**config.mk**
```make
export PLATFORM = sky130hd
export DESIGN_NAME = mdu_hilo
export DESIGN_NICKNAME = d
export VERILOG_FILES = /design/src/rtl/mdu_pkg.sv /design/src/rtl/mdu_hilo.sv
export SDC_FILE = /design/constraint.sdc
export NUM_CORES = 1
export LEC_CHECK = 0
export BUFFER_PORTS_ARGS = -buffer_cell sky130_fd_sc_hd__buf_2
export CELL_PAD_IN_SITES_DETAIL_PLACEMENT = 2
export CELL_PAD_IN_SITES_GLOBAL_PLACEMENT = 2
export CORE_MARGIN = 2
export CORE_UTILIZATION = 34
export CTS_CLUSTER_DIAMETER = 40
export DETAILED_ROUTE_END_ITERATION = 6
export GPL_ROUTABILITY_DRIVEN = 0
export PLACE_DENSITY = 0.82
export SLEW_MARGIN = 15
export SYNTH_ARGS = -nofsm -noshare
export SYNTH_HDL_FRONTEND = slang
export SYNTH_SLANG_ARGS = --single-unit
export TNS_END_PERCENT = 20
```
**constraint.sdc**
```tcl
create_clock -name clk -period 4.59 [get_ports clk]
set_clock_uncertainty 0.2 [all_clocks]
set_input_delay 0 -clock clk [delete_from_list [all_inputs] [get_ports clk]]
set_output_delay 0 -clock clk [all_outputs]
set_load 0.02 [all_outputs]
```
**src/rtl/mdu_pkg.sv**
```systemverilog
// Shared definitions for the multiply/divide unit and its HI/LO pair.
//
// Hazard-unit contract on busy:
//   - While busy=1 the unit ignores start, so the hazard unit must stall
//     MFHI, MFLO, MTHI, MTLO and any MULT/DIV in ID/EX until busy=0.
//   - HI/LO written at edge E become visible in the cycle after E.
//     There is no bypass, so an MFHI/MFLO issued into that same edge
//     reads the old value.
//   - flush aborts an iterative op at the next edge and leaves HI/LO
//     untouched.
package mdu_pkg;

  localparam int DATA_W    = 32;
  localparam int MDU_ITERS = 32;
  localparam int CNT_W     = $clog2(MDU_ITERS);

  typedef enum logic [2:0] {
    MDU_MULT  = 3'd0,
    MDU_MULTU = 3'd1,
    MDU_DIV   = 3'd2,
    MDU_DIVU  = 3'd3,
    MDU_MTHI  = 3'd4,
    MDU_MTLO  = 3'd5
  } mdu_op_e;

  typedef enum logic [1:0] {
    ST_IDLE,
    ST_CALC,
    ST_FIX
  } mdu_state_e;

  // Two's-complement negate when neg is set, otherwise pass through.
  function automatic logic [DATA_W-1:0] cond_neg(input logic [DATA_W-1:0] v,
                                                 input logic              neg);
    return neg ? -v : v;
  endfunction

endpackage

```
**src/rtl/mdu_hilo.sv**
```systemverilog
// Iterative multiply/divide unit with the architectural HI/LO registers.
// MULT/MULTU/DIV/DIVU run 32 shift-add / restoring-divide steps on operand
// magnitudes, followed by one sign-fix cycle, for 33 cycles in total.
// MTHI/MTLO write in a single cycle.
//
// Ports:
//   clk, rst_n    clock and synchronous active-low reset
//   start, op     request and operation code (mdu_op_e; 6-7 are no-ops)
//   src_a, src_b  rs / rt operands
//   flush         aborts an op in flight and drops a same-cycle request
//   busy          high while an iterative op occupies the unit
//   done          one-cycle pulse after HI/LO are written
//   hi, lo        HI/LO registers
module mdu_hilo
  import mdu_pkg::*;
#(
  parameter int WIDTH = DATA_W
) (
  input  logic             clk,
  input  logic             rst_n,
  input  logic             start,
  input  logic [2:0]       op,
  input  logic [WIDTH-1:0] src_a,
  input  logic [WIDTH-1:0] src_b,
  input  logic             flush,
  output logic             busy,
  output logic             done,
  output logic [WIDTH-1:0] hi,
  output logic [WIDTH-1:0] lo
);

  localparam int AW = 2 * WIDTH;

  mdu_state_e       state_q, state_d;
  logic [AW-1:0]    acc_q, acc_d;       // product, or remainder:quotient
  logic [WIDTH-1:0] opnd_q, opnd_d;     // multiplicand or divisor magnitude
  logic [CNT_W-1:0] cnt_q, cnt_d;
  logic             neg_res_q, neg_res_d;  // negate product / quotient
  logic             neg_rem_q, neg_rem_d;  // remainder follows sign of src_a
  logic             is_div_q, is_div_d;
  logic             div_zero_q, div_zero_d;
  logic [WIDTH-1:0] hi_q, hi_d, lo_q, lo_d;
  logic             done_q, done_d;

  // Operand decode for an incoming request.
  logic             signed_op, is_div_op, sign_a, sign_b;
  logic [WIDTH-1:0] mag_a, mag_b;

  assign signed_op = (op == MDU_MULT) || (op == MDU_DIV);
  assign is_div_op = (op == MDU_DIV)  || (op == MDU_DIVU);
  assign sign_a    = signed_op & src_a[WIDTH-1];
  assign sign_b    = signed_op & src_b[WIDTH-1];
  assign mag_a     = cond_neg(src_a, sign_a);
  assign mag_b     = cond_neg(src_b, sign_b);

  // One multiply step: add multiplicand into the upper half when the
  // multiplier bit in acc[0] is set; the carry is kept for the right shift.
  logic [WIDTH:0] mul_sum;
  assign mul_sum = {1'b0, acc_q[AW-1:WIDTH]} + {1'b0, opnd_q};

  // One restoring-divide step: the remainder shifted left by one can reach
  // 33 bits, so compare at that width; a passing difference fits in 32 bits.
  logic [WIDTH:0]   rem_sh;
  logic             trial_ge;
  logic [WIDTH-1:0] trial_diff;
  assign rem_sh     = acc_q[AW-1:WIDTH-1];
  assign trial_ge   = rem_sh >= {1'b0, opnd_q};
  assign trial_diff = rem_sh[WIDTH-1:0] - opnd_q;

  // Sign correction applied in FIX. With a zero divisor the remainder is
  // |src_a|, so restoring the sign of src_a returns src_a itself.
  logic [AW-1:0]    prod_fix;
  logic [WIDTH-1:0] quot_fix, rem_fix;
  assign prod_fix = neg_res_q ? -acc_q : acc_q;
  assign quot_fix = div_zero_q ? '1 : cond_neg(acc_q[WIDTH-1:0], neg_res_q);
  assign rem_fix  = cond_neg(acc_q[AW-1:WIDTH], neg_rem_q);

  always_comb begin
    // NOTE: every signal written here gets a default first, so no path
    // through the case statements can leave one unassigned and infer a latch.
    state_d    = state_q;
    acc_d      = acc_q;
    opnd_d     = opnd_q;
    cnt_d      = cnt_q;
    neg_res_d  = neg_res_q;
    neg_rem_d  = neg_rem_q;
    is_div_d   = is_div_q;
    div_zero_d = div_zero_q;
    hi_d       = hi_q;
    lo_d       = lo_q;
    done_d     = 1'b0;

    case (state_q)
      ST_IDLE: begin
        if (start) begin
          case (op)
            MDU_MULT, MDU_MULTU, MDU_DIV, MDU_DIVU: begin
              state_d    = ST_CALC;
              cnt_d      = '0;
              is_div_d   = is_div_op;
              neg_res_d  = sign_a ^ sign_b;
              neg_rem_d  = sign_a;
              div_zero_d = is_div_op && (src_b == '0);
              acc_d      = is_div_op ? {{WIDTH{1'b0}}, mag_a} : {{WIDTH{1'b0}}, mag_b};
              opnd_d     = is_div_op ? mag_b : mag_a;
            end
            MDU_MTHI: begin
              hi_d   = src_a;
              done_d = 1'b1;
            end
            MDU_MTLO: begin
              lo_d   = src_a;
              done_d = 1'b1;
            end
            default: ;
          endcase
        end
      end

      ST_CALC: begin
        if (is_div_q) begin
          acc_d = trial_ge ? {trial_diff, acc_q[WIDTH-2:0], 1'b1}
                           : {acc_q[AW-2:0], 1'b0};
        end else begin
          acc_d = acc_q[0] ? {mul_sum, acc_q[WIDTH-1:1]}
                           : {1'b0, acc_q[AW-1:1]};
        end
        cnt_d = cnt_q + 1'b1;
        if (cnt_q == CNT_W'(MDU_ITERS - 1)) state_d = ST_FIX;
      end

      ST_FIX: begin
        if (is_div_q) begin
          hi_d = rem_fix;
          lo_d = quot_fix;
        end else begin
          hi_d = prod_fix[AW-1:WIDTH];
          lo_d = prod_fix[WIDTH-1:0];
        end
        done_d  = 1'b1;
        state_d = ST_IDLE;
      end

      default: state_d = ST_IDLE;
    endcase

    // Flush beats everything, including a same-cycle MTHI/MTLO and the FIX write.
    if (flush) begin
      state_d = ST_IDLE;
      hi_d    = hi_q;
      lo_d    = lo_q;
      done_d  = 1'b0;
    end
  end

  always_ff @(posedge clk) begin
    // NOTE: state uses non-blocking assignments so every register samples
    // values from before the edge, independent of statement order.
    if (!rst_n) begin
      state_q    <= ST_IDLE;
      acc_q      <= '0;
      opnd_q     <= '0;
      cnt_q      <= '0;
      neg_res_q  <= 1'b0;
      neg_rem_q  <= 1'b0;
      is_div_q   <= 1'b0;
      div_zero_q <= 1'b0;
      hi_q       <= '0;
      lo_q       <= '0;
      done_q     <= 1'b0;
    end else begin
      state_q    <= state_d;
      acc_q      <= acc_d;
      opnd_q     <= opnd_d;
      cnt_q      <= cnt_d;
      neg_res_q  <= neg_res_d;
      neg_rem_q  <= neg_rem_d;
      is_div_q   <= is_div_d;
      div_zero_q <= div_zero_d;
      hi_q       <= hi_d;
      lo_q       <= lo_d;
      done_q     <= done_d;
    end
  end

  assign busy = (state_q != ST_IDLE);
  assign done = done_q;
  assign hi   = hi_q;
  assign lo   = lo_q;

endmodule

```
After elaboration in Yosys (flattened, before gate mapping)
Cells that the tools add are included.
{"block": "word_totals", "ff_bits": 172}
{"block": "op_classes", "add_sub_neg": 8, "magnitude_cmp": 1, "n_eq_ne": 13, "muxes": 32, "bitwise": 5, "reduce_logical": 17}
{"operator": "32-bit 2-to-1 mux", "count": 13}
{"operator": "64-bit 2-to-1 mux", "count": 6}
{"operator": "32-bit negator", "count": 4}
{"operator": "32-bit one-hot mux with 2 select lines", "count": 2}
{"operator": "64-bit one-hot mux with 2 select lines", "count": 1}
{"operator": "64-bit negator", "count": 1}
{"operator": "32-bit by 32-bit adder with 33-bit output", "count": 1}
{"operator": "33-bit by 32-bit >= comparator with 1-bit output", "count": 1}
{"operator": "32-bit logical NOT", "count": 1}
{"operator": "32-bit subtractor", "count": 1}
{"operator": "5-bit 2-to-1 mux", "count": 2}
{"operator": "5-bit one-hot mux with 2 select lines", "count": 1}
{"operator": "3-bit AND reduction", "count": 3}
{"operator": "4-bit AND reduction", "count": 2}
{"operator": "3-bit by 2-bit equality test with 1-bit output (second input constant)", "count": 2}
{"operator": "3-bit equality test (second input constant)", "count": 2}
{"operator": "2-bit 2-to-1 mux", "count": 3}
{"operator": "2-bit by 1-bit != test with 1-bit output (second input constant)", "count": 3}
{"operator": "2-bit nonzero test", "count": 3}
{"operator": "5-bit by 1-bit adder with 5-bit output (second input constant)", "count": 1}
{"operator": "5-bit equality test (second input constant)", "count": 1}
{"operator": "2-bit != test (second input constant)", "count": 2}
{"operator": "2-bit one-hot mux with 2 select lines", "count": 1}
{"operator": "2-bit OR reduction", "count": 2}
{"operator": "other kinds (13)", "count": 17}

Logic depth before layout (Yosys ltp)
{"block": "logic_depth", "ltp_word": 8, "ltp_mapped": 14}

Worst setup path after synthesis
OpenSTA, ideal clock, no wires.
{"block": "synth_path", "path_kind": "register -> register", "start": "reg acc_q[32]", "end": "reg acc_q[63]", "setup_ps": 117, "arrival_time_ps": 2851, "required_ps": 4273, "slack_ps": 1421, "stages_incl_launch_ff": 13, "period_less_slack_ps": 3169, "cell_sequence": "dfxtp_1 ha_1 inv_1 fa_1 nor2b_1 o31a_1 o31ai_1 a21oi_1 o31ai_1 nor2_1 a221oi_1 o21ai_0 a32o_1"}
{"block": "synth_between", "elab_chain_cells": 4, "elab_cells_between_ends": 7}
{"element": "from (decl)", "line": "mdu_hilo.sv:35", "text": "logic [AW-1:0] acc_q, acc_d;"}
{"element": "from (signal assigned)", "line": "mdu_hilo.sv:161", "text": "acc_q <= '0;"}
{"element": "from (signal assigned)", "line": "mdu_hilo.sv:173", "text": "acc_q <= acc_d;"}
{"element": "32-bit by 32-bit adder with 33-bit output, or another cell as far along", "line": "mdu_hilo.sv:59", "text": "assign mul_sum = {1'b0, acc_q[AW-1:WIDTH]} + {1'b0, opnd_q};"}
{"element": "64-bit 2-to-1 mux, on equally long branches", "line": "mdu_hilo.sv:125, mdu_hilo.sv:122"}
{"element": "64-bit 2-to-1 mux (*)", "line": "mdu_hilo.sv:121", "text": "if (is_div_q) begin"}
{"element": "64-bit one-hot mux with 2 select lines (*)", "line": "mdu_hilo.sv:93", "text": "case (state_q)"}
Every way passes the cells marked *; elsewhere a longest branch is shown, timed or not.
A chain may end at the register's enable or synchronous reset.

Worst setup path in the final report
{"block": "layout_path", "start": "reg acc_q[33]", "end": "reg acc_q[48]"}
Same word-level chain as after synthesis.

==> qor.csv <==
metric,value,unit
wl_per_cell,31.9,um
fin_ws,110,ps
rrSetupSlack,110,ps
drtIter0Drc,2004,
syn-num-nets,2263,
routed_wl,91200,um
cp-start-kind,flip-flop,
yosysTopAreaCellShare,22.3,%
post-place-cells,2751,
cp_data_required_time,4750,ps
path_cells,ha_1 -> nand3_1 -> o21bai_1 -> a31oi_1 -> o21ai_0 -> a41oi_1 -> a21o_1 -> nand2_1 -> buf_4 -> a211oi_1 -> o31ai_1,
hold_end,acc_q[8],
worst_pin_slew,1280,ps
final_antenna_net_count,0,
port_buffers,136,
power_frac_seq,33.3,%
die-area,0.0471,mm2
synth_area_leaders,"dfxtp_1, nand2_1, ha_1",
synth_edf_count,0,
setup_viol,0,
netSwitchingPower,0.00209,W
path_max_fanout,18,
crit_type,reg -> reg,
synthDistinctLibCells,83,
pwr-share-clk,32.8,%
combPwrFrac,33.8,%
post-route-period-util,97.6,%
grt_max_degree,101,
drv_slew,0,
cp_slowest_cell,a21o_1,
yosysMostFrequentCell,nand2_1,
place_area,0.0167,mm2
syn_to_final_growth,16.6,%
hold_viol_final,0,
fin_setup_tns,0,ps
ir_worst_vdd,0.252,mV
track_usage,38.0,%
clk_pin_slew,90,ps
synthCells,2120,
synth_ff_type,dfxtp_1,
via_per_inst,6.70,
synthArstFlopShare,0,%
fin_crit,4480,ps
reg2reg_depth,11,
core,0.0451,mm2
rsz0062_at_grt,false,
syn_avg_cell_area,7.28,um2
timing.rr.start,acc_q[33],
netlist_area,0.0154,mm2
synth_top_cell_by_area,dfxtp_1,
antenna_found_initial,6,
hp-class,in -> reg,
critical_path_arrival,4640,ps
max_cap_violations,0,
drc,0,
dr.pass1.iters,6,
core.rowCount,78,
switching_share,41.7,%
die_width,217,um
rr_endpoint,acc_q[48],
layout.nets,2381,
cts_root_buffer,clkbuf_16,
cts_buffers,17,
p_int,0.00293,W
status,finished clean,
ys_ff_latch,172,
slew-limit-headroom,13.9,%
grt_pass1_wl,135000,um
clockBufferDepth,2,
slowest_delay,720,ps
max_freq,0.223,GHz
final_cells,2854,
die_y,217,um
cellPowerDensity,279,mW/mm2
worstHoldStart,src_b[8],
hold_ws,7.44,ps
yosysSeqAreaShare,22.3,%
htree_num_levels,4,
synth_warnings,0,
clock-sinks,172,
path_buf_inv,1,
cts_tree,done,
dp_hpwl,60800,um
drive_gt1_share,12.2,%
whs_path_depth,6,
insertion_delay,500,ps
end_kind,flip-flop,
vias,19100,
cp_top_family,compound AO/OA/AOI/OAI gates,
place_ws,365,ps
stdcell_area,0.0180,mm2
p_leak,7.35,nW
initial_utilization,34.2,%
grt_remaining_overflow,0,
ios,137,
grt_pass1_vias,20400,
yosys-top-cells-count,"nand2_1, o21ai_0, dfxtp_1",
area by class of cell:
class                      count  area [um2]
clock buffer                  18         439
fill                        5212       27100
timing repair buffer         261        1790
inverter                      73         278
clock inverter                14         164
tap                          600         751
multi-input combinational   1713       11100
sequential                   172        3450
antenna                        3        7.51
per-stage QoR:
step                utilization [%]  power (W)
floorplan                         -    0.00261
global placement               37.0    0.00314
detailed placement             37.0    0.00320
CTS                            39.8    0.00483
global route                   39.9    0.00513
finish                         39.9    0.00502
cells by family after synthesis:
logic type | after synthesis | synth area share (%)
DFF | 172 | 22.3
buffers and inverters | 235 | 5.89
and+or+nand+nor | 657 | 20.3
AOI/OAI and AO/OA | 772 | 33.1
xor gates and xnor gates | 163 | 9.25
muxes | 49 | 3.25
adders and majority gates | 72 | 5.94
worst max-delay path by stage:
stage,cells past startpoint,slack (ps),endpoint,start
3_3_place_gp,13,420,acc_q[55],acc_q[32]
3_5_place_dp,13,370,acc_q[55],acc_q[32]
4_1_cts,13,330,acc_q[55],acc_q[32]
5_1_grt,11,30,acc_q[48],acc_q[33]
2_1_floorplan,12,1420,acc_q[63],acc_q[32]
6_report,11,110,acc_q[48],acc_q[33]
per-layer routing:
metal | wire length [um] | GRT usage (%) | up-vias
li1 | - | - | 7986
met1 | 34700 | 44.8 | 9603
met2 | 41100 | 60.3 | 1132
met3 | 8190 | 9.76 | 398
met4 | 7110 | 26.3 | 4
met5 | 27 | 0.104 | -
placed cells by master (no fill, tap or decap), types with 10 or more instances in the layout:
cell             n
o221ai_1        27
a21oi_1        171
xor2_1          67
o211ai_1        66
dlygate4sd3_1   68
nor4_1          24
buf_2          135
o211a_1         19
o41ai_1         14
nor3_1          39
o21a_1          11
nand2_1        243
buf_4           58
nand2b_1        20
o21bai_1        11
o21ai_1         10
a21o_1          29
nand3_1         53
a21boi_0        57
clkbuf_16       17
a22oi_1         11
nor2_1         140
o31ai_1         30
a211oi_1        48
inv_1           69
dfxtp_1        170
or3_1           18
nand4_1         21
a31oi_1         19
ha_1            69
or4_1           10
mux2i_1         40
o21ai_0        174
xnor2_1         96
nor2b_1         29
tightest hold or removal path, delay by kind of cell:
kind	cells	cell delay, ps
AO/OA/AOI/OAI	3	340
buffers and inverters	1	120
XOR/XNOR	1	120
AND/OR/NAND/NOR	1	80
power by group through the flow:
stage               logic [W]  clock network [W]  registers (W)
floorplan            0.000964                  0        0.00164
global placement      0.00145                  0        0.00169
detailed placement    0.00150                  0        0.00169
CTS                   0.00158            0.00159        0.00166
global route          0.00178            0.00168        0.00168
finish                0.00170            0.00165        0.00167
registers in the layout (all words and copies together) (netlist names), 2 cells and up:
name     flops
state_q      2
cnt_q        5
acc_q       64
lo          32
hi          32
opnd_q      32
timing repair:
action	4_1_cts	5_1_grt
resized for setup	0	5
hold endpoints to repair	99	0
hold buffers	68	0
endpoints found under the setup margin	0	3
setup buffers	0	0
No activity file was read; power rests on OpenSTA's default activity.
